File: config.mk
export PLATFORM = sky130hd
export DESIGN_NAME = fb_write_scheduler
export DESIGN_NICKNAME = d
export VERILOG_FILES = /design/src/rtl/fb_write_scheduler_pkg.sv /design/src/rtl/fb_write_scheduler_arb.sv /design/src/rtl/fb_write_scheduler.sv
export SDC_FILE = /design/constraint.sdc
export NUM_CORES = 1
export LEC_CHECK = 0
export CAP_MARGIN = 20
export CORE_MARGIN = 2
export CORE_UTILIZATION = 40
export DETAILED_ROUTE_END_ITERATION = 12
export PLACE_DENSITY = 0.65
export SETUP_SLACK_MARGIN = 0.5
export SYNTH_ARGS = -nofsm -noshare
export SYNTH_HDL_FRONTEND = slang
export SYNTH_SLANG_ARGS = --single-unit
File: constraint.sdc
create_clock -name pixel_clk_in -period 6.5 [get_ports pixel_clk_in]
set_input_delay 1.3 -clock pixel_clk_in [delete_from_list [all_inputs] [get_ports pixel_clk_in]]
set_output_delay 1.3 -clock pixel_clk_in [all_outputs]
set_load 0.05 [all_outputs]
File: src/rtl/fb_write_scheduler_pkg.sv
// Shared types and default geometry for the frame-buffer write scheduler.
//   fb_state_t : frame phase (background clear, draw, wait for video swap)
//   rgb565_t   : one RGB565 pixel
//   FB_W/FB_H  : default logical screen size, FB_DEPTH pixels per buffer
package fb_pkg;

  localparam int FB_W     = 320;
  localparam int FB_H     = 180;
  localparam int FB_DEPTH = FB_W * FB_H;

  typedef logic [15:0] rgb565_t;

  typedef enum logic [1:0] {
    CLEAR,
    DRAW,
    WAIT_SWAP
  } fb_state_t;

endpackage

File: src/rtl/fb_write_scheduler_arb.sv
// Two-requester round-robin arbiter.
//   clk, rst : clock, asynchronous active-high reset
//   en       : arbitration enable; no grant while low
//   req[1:0] : requests (bit 0 wins ties after reset)
//   gnt[1:0] : one-hot combinational grant
// On a tie the requester that was not granted most recently wins; every
// grant, contested or not, moves the priority to the other requester.
module rr_arbiter2 (
  input  logic       clk,
  input  logic       rst,
  input  logic       en,
  input  logic [1:0] req,
  output logic [1:0] gnt
);

  // 1: requester 1 wins the next tie
  logic pri_1;

  always_comb begin
    gnt = 2'b00;
    if (en) begin
      if (req[0] && (!req[1] || !pri_1)) gnt = 2'b01;
      else if (req[1])                   gnt = 2'b10;
    end
  end

  always_ff @(posedge clk or posedge rst) begin
    if (rst)         pri_1 <= 1'b0;
    else if (gnt[0]) pri_1 <= 1'b1;
    else if (gnt[1]) pri_1 <= 1'b0;
  end

endmodule

File: src/rtl/fb_write_scheduler.sv
// Frame-buffer write-port scheduler for a double-buffered RGB565 display.
// Each frame: clear the back buffer (ceiling colour on upper half, floor on
// lower half), then share the write port between ray renderer and overlay,
// then wait for the video side to finish its frame and flip buffers.
//   pixel_clk_in, rst_in          : clock, asynchronous active-high reset
//   ray_valid/addr/data/ready     : ray write request handshake
//   ray_done_in                   : pulse, ray sweep complete (ends draw)
//   ovl_valid/addr/data/ready     : overlay write request handshake
//   video_last_pixel_in           : pulse, video finished reading a frame
//   fb_addr/data/we_out           : registered frame-buffer write port
//   buffer_sel_out                : 0 = write FB1/read FB2, 1 = the reverse
//   swap_out, frame_count_out     : flip pulse, completed swaps (wraps)
//   addr_err_out                  : sticky out-of-range request flag
module fb_write_scheduler
  import fb_pkg::*;
#(
  parameter int      PIXEL_WIDTH   = 16,
  parameter int      SCREEN_WIDTH  = FB_W,
  parameter int      SCREEN_HEIGHT = FB_H,
  parameter rgb565_t CEIL_COLOR    = 16'h4208,
  parameter rgb565_t FLOOR_COLOR   = 16'h8410
) (
  input  logic                   pixel_clk_in,
  input  logic                   rst_in,
  input  logic                   ray_valid_in,
  input  logic [15:0]            ray_addr_in,
  input  logic [PIXEL_WIDTH-1:0] ray_data_in,
  output logic                   ray_ready_out,
  input  logic                   ray_done_in,
  input  logic                   ovl_valid_in,
  input  logic [15:0]            ovl_addr_in,
  input  logic [PIXEL_WIDTH-1:0] ovl_data_in,
  output logic                   ovl_ready_out,
  input  logic                   video_last_pixel_in,
  output logic [15:0]            fb_addr_out,
  output logic [PIXEL_WIDTH-1:0] fb_data_out,
  output logic                   fb_we_out,
  output logic                   buffer_sel_out,
  output logic                   swap_out,
  output logic [15:0]            frame_count_out,
  output logic                   addr_err_out
);

  localparam int          DEPTH     = SCREEN_WIDTH * SCREEN_HEIGHT;
  localparam logic [15:0] LAST_ADDR = 16'(DEPTH - 1);
  localparam logic [15:0] LAST_COL  = 16'(SCREEN_WIDTH - 1);
  localparam logic [15:0] HALF_ROW  = 16'(SCREEN_HEIGHT / 2);

  fb_state_t state, state_nxt;

  // Clear walks address, row and column together so the colour choice
  // needs only a row compare.
  logic [15:0] clr_addr, clr_row, clr_col;
  logic        clr_last;

  logic [1:0]             gnt;
  logic [15:0]            sel_addr;
  logic [PIXEL_WIDTH-1:0] sel_data;

  assign clr_last = (clr_addr == LAST_ADDR);

  rr_arbiter2 u_arb (
    .clk (pixel_clk_in),
    .rst (rst_in),
    .en  (state == DRAW),
    .req ({ovl_valid_in, ray_valid_in}),
    .gnt (gnt)
  );

  assign sel_addr = gnt[0] ? ray_addr_in : ovl_addr_in;
  assign sel_data = gnt[0] ? ray_data_in : ovl_data_in;

  always_ff @(posedge pixel_clk_in or posedge rst_in) begin
    if (rst_in) state <= CLEAR;
    else        state <= state_nxt;
  end

  // A video pulse outside WAIT_SWAP (including one coincident with
  // ray_done_in) is dropped; the video side simply repeats its frame.
  always_comb begin
    state_nxt     = state;
    ray_ready_out = gnt[0];
    ovl_ready_out = gnt[1];
    case (state)
      CLEAR:     if (clr_last)            state_nxt = DRAW;
      DRAW:      if (ray_done_in)         state_nxt = WAIT_SWAP;
      WAIT_SWAP: if (video_last_pixel_in) state_nxt = CLEAR;
      default:                            state_nxt = CLEAR;
    endcase
  end

  // Write-port register stage: everything below lands one cycle after the
  // clear step or accepted beat that produced it.
  always_ff @(posedge pixel_clk_in or posedge rst_in) begin
    if (rst_in) begin
      clr_addr        <= '0;
      clr_row         <= '0;
      clr_col         <= '0;
      fb_addr_out     <= '0;
      fb_data_out     <= '0;
      fb_we_out       <= 1'b0;
      buffer_sel_out  <= 1'b0;
      swap_out        <= 1'b0;
      frame_count_out <= '0;
      addr_err_out    <= 1'b0;
    end else begin
      fb_we_out <= 1'b0;
      swap_out  <= 1'b0;
      case (state)
        CLEAR: begin
          fb_we_out   <= 1'b1;
          fb_addr_out <= clr_addr;
          fb_data_out <= (clr_row < HALF_ROW) ? CEIL_COLOR : FLOOR_COLOR;
          if (clr_last) begin
            clr_addr <= '0;
            clr_row  <= '0;
            clr_col  <= '0;
          end else begin
            clr_addr <= clr_addr + 16'd1;
            if (clr_col == LAST_COL) begin
              clr_col <= '0;
              clr_row <= clr_row + 16'd1;
            end else begin
              clr_col <= clr_col + 16'd1;
            end
          end
        end
        DRAW: begin
          // Out-of-range beats are consumed so the requester never stalls.
          if (gnt != 2'b00) begin
            if (sel_addr > LAST_ADDR) begin
              addr_err_out <= 1'b1;
            end else begin
              fb_we_out   <= 1'b1;
              fb_addr_out <= sel_addr;
              fb_data_out <= sel_data;
            end
          end
        end
        WAIT_SWAP: begin
          if (video_last_pixel_in) begin
            buffer_sel_out  <= ~buffer_sel_out;
            swap_out        <= 1'b1;
            frame_count_out <= frame_count_out + 16'd1;
          end
        end
        default: ;
      endcase
    end
  end

endmodule

-- Yosys cells after proc, flatten, opt, wreduce, memory -nomap -nowiden
Index checks and enable logic that the tools add are counted.
W data, S select, Z words.
- bits in registers: 103
- latch bits: 0
- bits in writable memories: 0
- bits in read-only memories: 0
- input port bits: 70
- output and inout bits: 54
- memories: 0
- add/sub/neg operators: 4
- multipliers: 0
- div/mod/pow operators: 0
- magnitude comparators: 2
- eq/ne operators: 9
- shift-type cells: 0
- multiplexer cells: 28
- bitwise operators: 1
- reductions and logical operators: 13
- operators by type and width (kind ; count):
    $mux W16 ; 12
    $add A16 B1 Y16 const B ; 4
    $pmux W16 S2 ; 2
    $eq A16 B16 Y1 const B ; 1
    $eq A16 B9 Y1 const B ; 1
    $gt A16 B16 Y1 const B ; 1
    $lt A16 B7 Y1 const B ; 1
    $mux W2 ; 6
    $ne A2 B2 Y1 const B ; 5
    $reduce_and A3 Y1 ; 3
    $mux W1 ; 6
    $pmux W2 S3 ; 1
    $reduce_bool A2 Y1 ; 3
    $reduce_and A2 Y1 ; 2
    $eq A2 B1 Y1 const B ; 1
    $eq A2 B2 Y1 const B ; 1
    $logic_not A1 Y1 ; 2
    $logic_not A2 Y1 ; 1
    $pmux W1 S2 ; 1
    $logic_and A1 B1 Y1 ; 1
    $logic_or A1 B1 Y1 ; 1
    $not A1 Y1 ; 1

-- Depth between registers and ports, before layout
- word-level depth: 10
- depth in mapped cells: 8
- depth with buffers taken out: 6

-- Modules after synthesis
A second synthesis with hierarchy kept.
- cell total of the unflattened synthesis: 531
- area total of the unflattened synthesis: 5293.8 sq um
- modules (own cells, without submodules) (module ; instances ; cells each ; area each (sq um) ; sequential area each (sq um)):
    fb_write_scheduler ; 1 ; 522 ; 5228.8 ; 2552.4
    rr_arbiter2 ; 1 ; 9 ; 65.1 ; 25.0

-- Worst setup path after synthesis
No wires, ideal clock.
- path type: input port to output port
- from: in ray_valid_in
- to: out ray_ready_out
- data arrival time: 2514 ps
- data required time: 5200 ps
- slack: 2686 ps
- cell stages on the path: 4
- path buffers: 1
- path through: a21boi_1 > nand2_1 > buf_1 > inv_1
- cells in the longest elaborated chain, start to end: 3
- RTL lines (element ; RTL line ; RTL):
    start: declaration ; fb_write_scheduler.sv:25 ; input logic ray_valid_in,
    $logic_and A1 B1 Y1 ; fb_write_scheduler_arb.sv:22 ; if (req[0] && (!req[1] || !pri_1)) gnt = 2'b01;
    $mux W2 ; fb_write_scheduler_arb.sv:22 ;
    $mux W2 ; fb_write_scheduler_arb.sv:21 ; if (en) begin
    end: declaration ; fb_write_scheduler.sv:28 ; output logic ray_ready_out,
No other way between the ends.

-- Worst setup path in the final report
- from: in ovl_valid_in
- to: out ray_ready_out
- cells in the longest elaborated chain, start to end: 5
- RTL lines (element ; RTL line ; RTL):
    start: declaration ; fb_write_scheduler.sv:30 ; input logic ovl_valid_in,
    $logic_not A1 Y1 ; fb_write_scheduler_arb.sv:22 ;
    $logic_or A1 B1 Y1 ; fb_write_scheduler_arb.sv:22 ;
    $logic_and A1 B1 Y1 ; fb_write_scheduler_arb.sv:22 ;
    $mux W2 ; fb_write_scheduler_arb.sv:22 ;
    $mux W2 ; fb_write_scheduler_arb.sv:21 ;
No other way between the ends.

==> run_summary.xml <==
<?xml version="1.0" encoding="UTF-8"?>
<metrics>
  <group name="die">
    <metric name="dieWidth" unit="um">119</metric>
    <metric name="top_level_ports" unit="">124</metric>
    <metric name="initial_core_util" unit="%">40.5</metric>
    <metric name="design.core.area" unit="um2">13100</metric>
    <metric name="dieArea" unit="um2">14200</metric>
    <metric name="rows" unit="">42</metric>
    <metric name="die-height" unit="um">119</metric>
  </group>
  <group name="setup_path">
    <metric name="crit_slowest_cell" unit="">sky130_fd_sc_hd__clkdlybuf4s50_1</metric>
    <metric name="timing.critical_path.arrival" unit="ns">3.30</metric>
    <metric name="crit_chain" unit="">clkdlybuf4s50_1 &gt; a21boi_2 &gt; nand2_1 &gt; inv_1 &gt; clkdlybuf4s50_1</metric>
    <metric name="crit-reg2reg-launch" unit="">u_arb.pri_1$_DFFE_PP0N_</metric>
    <metric name="worst-endpoint-required" unit="ns">5.20</metric>
    <metric name="worst-setup-path-type" unit="">in -&gt; out</metric>
    <metric name="critical_path.startpoint_type" unit="">input pin</metric>
    <metric name="cp_slowest_stage_delay" unit="ns">0.81</metric>
    <metric name="reg2regPathDepth" unit="">7</metric>
    <metric name="critical_path_cell_count" unit="">5</metric>
    <metric name="crit_family" unit="">buffers and inverters</metric>
    <metric name="setup.worst_path.end_class" unit="">output port</metric>
    <metric name="worst-path-buf-inv" unit="">3</metric>
    <metric name="crit_fanout" unit="">12</metric>
    <metric name="startpoint" unit="">ovl_valid_in</metric>
    <metric name="worst_path_most_repeated_cell" unit="">sky130_fd_sc_hd__clkdlybuf4s50_1</metric>
  </group>
  <group name="clock_tree">
    <metric name="cts_inserted_buffers" unit="">9</metric>
    <metric name="cts_root_buffer" unit="">sky130_fd_sc_hd__clkbuf_16</metric>
    <metric name="clk_latency" unit="ns">0.34</metric>
    <metric name="cts.reportedPaths.clkPinSlew" unit="ns">0.06</metric>
    <metric name="post-cts-setup-buffers" unit="">0</metric>
    <metric name="hold_buffers" unit="">0</metric>
    <metric name="postCtsResizedCells" unit="">0</metric>
    <metric name="htree_levels" unit="">3</metric>
    <metric name="cts_tree" unit="">done</metric>
    <metric name="cts_sinks" unit="">103</metric>
    <metric name="max-clock-path-buffers" unit="">2</metric>
  </group>
  <group name="finish">
    <metric name="final_core_util" unit="%">53.4</metric>
    <metric name="area_added_between_synthesis_and_finish" unit="%">31.7</metric>
    <metric name="antennaDiodeCount" unit="">0</metric>
    <metric name="post_route_cells_drive_above_1_share" unit="%">5.11</metric>
    <metric name="final.fill_count" unit="">1191</metric>
    <metric name="final_common_cell" unit="">sky130_fd_sc_hd__clkdlybuf4s50_1</metric>
    <metric name="layout.nets" unit="">735</metric>
    <metric name="most-common-layout-cells" unit="">sky130_fd_sc_hd__clkdlybuf4s50_1, sky130_fd_sc_hd__dfrtp_1, sky130_fd_sc_hd__nand2_1</metric>
  </group>
  <group name="global_routing">
    <metric name="total_gr_overflow" unit="">0</metric>
    <metric name="global_route.usage.met2" unit="%">33.5</metric>
    <metric name="groute.layer.met1.usage" unit="%">26.1</metric>
    <metric name="grt_use_met3" unit="%">4.02</metric>
    <metric name="global_route.peak_usage_layer" unit="">met2</metric>
    <metric name="grtUsageTotal" unit="%">20.2</metric>
    <metric name="global_route_wire_length_before_repair" unit="um">23100</metric>
    <metric name="antenna_violations_before_repair" unit="">0</metric>
    <metric name="first_global_vias" unit="">4552</metric>
    <metric name="grt_max_degree" unit="">59</metric>
  </group>
  <group name="sta">
    <metric name="rsz0062_at_grt" unit="">false</metric>
    <metric name="worst_slew_pin_slew" unit="ns">1.00</metric>
    <metric name="fmax" unit="GHz">0.218</metric>
    <metric name="timing.slew.headroom" unit="%">33.1</metric>
    <metric name="min_period" unit="ns">4.60</metric>
    <metric name="final-hold-violation-count" unit="">0</metric>
    <metric name="slew_viol_final" unit="">0</metric>
    <metric name="setup_tns" unit="ns">0</metric>
    <metric name="skew" unit="ns">0.00441</metric>
    <metric name="setup_viol" unit="">0</metric>
    <metric name="period_share" unit="%">70.7</metric>
  </group>
  <group name="synthesis">
    <metric name="yosys-mux-area-fraction" unit="%">3.62</metric>
    <metric name="ys_async_sr_fraction" unit="%">100</metric>
    <metric name="synth_seq_cells" unit="">103</metric>
    <metric name="synth_top_family_by_area" unit="">simple AND/OR/NAND/NOR gates</metric>
    <metric name="synth_edf_count" unit="">0</metric>
    <metric name="post_synth.cell_area_avg" unit="um2">9.64</metric>
    <metric name="synthFlopType" unit="">sky130_fd_sc_hd__dfrtp_1</metric>
    <metric name="synth_top_cells_by_area" unit="">sky130_fd_sc_hd__dfrtp_1, sky130_fd_sc_hd__nand2_1, sky130_fd_sc_hd__nor2_1</metric>
    <metric name="simple_gate_area_share_of_the_yosys_netlist" unit="%">24.3</metric>
    <metric name="yosys.area_share.adder" unit="%">0.940</metric>
    <metric name="synth_cell_type_count" unit="">55</metric>
    <metric name="synth_xor_xnor_area_share" unit="%">5.76</metric>
    <metric name="synth_largest_type_area_fraction" unit="%">48.4</metric>
    <metric name="post_synthesis_sequential_area_ratio" unit="%">48.4</metric>
    <metric name="postSynthCellCount" unit="">552</metric>
    <metric name="synth_area" unit="um2">5320</metric>
    <metric name="synth_compound_area_share" unit="%">14.0</metric>
    <metric name="yosysWarningCount" unit="">0</metric>
    <metric name="synth_nets" unit="">626</metric>
    <metric name="yosysTopAreaCell" unit="">sky130_fd_sc_hd__dfrtp_1</metric>
  </group>
  <group name="min_path">
    <metric name="timing.hold.worst.class" unit="">reg -&gt; reg</metric>
    <metric name="hold_depth" unit="">1</metric>
    <metric name="hold_start" unit="">addr_err_out$_DFFE_PP0P_</metric>
  </group>
  <group name="pwr">
    <metric name="power.density_cell_area" unit="nW/um2">245</metric>
    <metric name="total_leakage_power" unit="uW">0.00309</metric>
    <metric name="ir_drop" unit="uV">187</metric>
    <metric name="p_int" unit="uW">1180</metric>
    <metric name="power_switching_share" unit="%">31.2</metric>
    <metric name="seq_power_share" unit="%">45.5</metric>
    <metric name="power_frac_clock" unit="%">31.7</metric>
    <metric name="comb_power_share" unit="%">22.7</metric>
    <metric name="power.net_switching" unit="uW">537</metric>
  </group>
  <group name="route">
    <metric name="ant_nets" unit="">0</metric>
    <metric name="initialDrtViolationCount" unit="">313</metric>
    <metric name="drt_drc_violations_left" unit="">0</metric>
    <metric name="detail_route.vias_per_cell" unit="">5.52</metric>
    <metric name="num_vias" unit="">4652</metric>
    <metric name="drt-total-wl" unit="um">14100</metric>
    <metric name="avgRoutedWirePerCell" unit="um">16.8</metric>
    <metric name="drt_pre_antenna_iters" unit="">6</metric>
  </group>
  <group name="outcome">
    <metric name="run_status" unit="">completed</metric>
  </group>
  <group name="placement">
    <metric name="io_buffer_count" unit="">123</metric>
    <metric name="gp_congestion" unit="">0.836</metric>
    <metric name="detailed_place_hpwl" unit="um">10300</metric>
  </group>
  <group name="flow_run">
    <metric name="drv.max_cap_violation_count" unit="">0</metric>
  </group>
</metrics>
==> final timing paths <==
kind / slack, ns / to
max: 1.90 / ray_ready_out
min: 0.46 / addr_err_out$_DFFE_PP0P_
max reg2reg: 3.21 / fb_data_out[4]$_DFFE_PP0P_
min reg2reg: 0.46 / addr_err_out$_DFFE_PP0P_
max in group asynchronous: 4.00 / clr_col[10]$_DFFE_PP0P_
min in group asynchronous: 1.37 / fb_data_out[0]$_DFFE_PP0P_
==> metrics by stage <==
| step | total power (uW) | instance area (um2) | setup slack [ns] | hold slack (ns) | std cells |
|---|---|---|---|---|---|
| after detailed placement | 1190 | 6680 | 1.81 | 0.453 | 825 |
| after CTS | 1730 | 6980 | 1.86 | 0.465 | 841 |
| final | 1720 | 7010 | 1.90 | 0.461 | 842 |
| after global routing | 1800 | 7010 | 1.75 | 0.489 | 842 |
| after global placement | 1180 | 6680 | 1.91 | 0.446 | 825 |
| after floorplan | 1030 | 5320 | 2.50 | 0.466 | 552 |
==> sequential cells by signal, summed over array words and instances, names as in the netlist <==
signal           cells
swap_out             1
buffer_sel_out       1
fb_data_out         16
fb_addr_out         16
addr_err_out         1
clr_row             16
clr_col             16
fb_we_out            1
u_arb.pri_1          1
state                2
clr_addr            16
frame_count_out     16
==> Yosys cell counts, types with 9 or more instances <==
cell,count
sky130_fd_sc_hd__clkbuf_1,21
sky130_fd_sc_hd__inv_1,11
sky130_fd_sc_hd__nand4_1,18
sky130_fd_sc_hd__xor2_1,17
sky130_fd_sc_hd__o22a_1,16
sky130_fd_sc_hd__and3_1,13
sky130_fd_sc_hd__o2bb2ai_1,11
sky130_fd_sc_hd__xnor2_1,18
sky130_fd_sc_hd__or4_1,9
sky130_fd_sc_hd__nor2_1,58
sky130_fd_sc_hd__nor3_1,15
sky130_fd_sc_hd__nand2_1,88
sky130_fd_sc_hd__mux2i_1,17
sky130_fd_sc_hd__dfrtp_1,103
sky130_fd_sc_hd__o21ai_0,11
sky130_fd_sc_hd__a41oi_1,16
sky130_fd_sc_hd__nand3_1,27
==> worst reg2reg max path, cell delays in order (launching register included) <==
cell	delay [ns]
sky130_fd_sc_hd__dfrtp_1	0.41
sky130_fd_sc_hd__a21boi_2	0.15
sky130_fd_sc_hd__buf_4	0.28
sky130_fd_sc_hd__nor2b_1	0.09
sky130_fd_sc_hd__a22o_1	0.44
sky130_fd_sc_hd__o21bai_1	0.76
sky130_fd_sc_hd__inv_1	0.60
sky130_fd_sc_hd__o221a_2	0.44
==> cell families (layout without fill, tap and decap cells) <==
kind of cell / after synthesis / in the layout
multiplexers: 19 / 19
buffers and inverters: 39 / 153
adder cells (fa/ha/maj): 4 / 4
XOR/XNOR: 35 / 35
flip-flops: 103 / 103
AO/OA/AOI/OAI: 93 / 93
AND/OR/NAND/NOR: 259 / 259
==> area by class of cell <==
class	instances	area, um2	area share, %
flip-flops and latches	103	2580	36.8
clock buffers	11	243	3.46
repair buffers	126	1270	18.2
well taps	176	220	3.14
clock inverters	5	57.6	0.821
multi-input cells	410	2590	37.0
inverters	11	43.8	0.625
==> power by group through the flow <==
stage                     combinational (uW)  clock [uW]  sequential, uW
after global placement                   387           0             789
after CTS                                394         559             781
after detailed placement                 393           0             794
final                                    391         546             783
after global routing                     421         586             793
after floorplan                          165           0             864
==> metal layers <==
layer / share of wire [%] / vias up
met5: 0 / -
met4: 2.8 / 0
met3: 4.8 / 28
met2: 49 / 128
met1: 43 / 2266
li1: - / 2230
(Power assumes the default switching activity.)
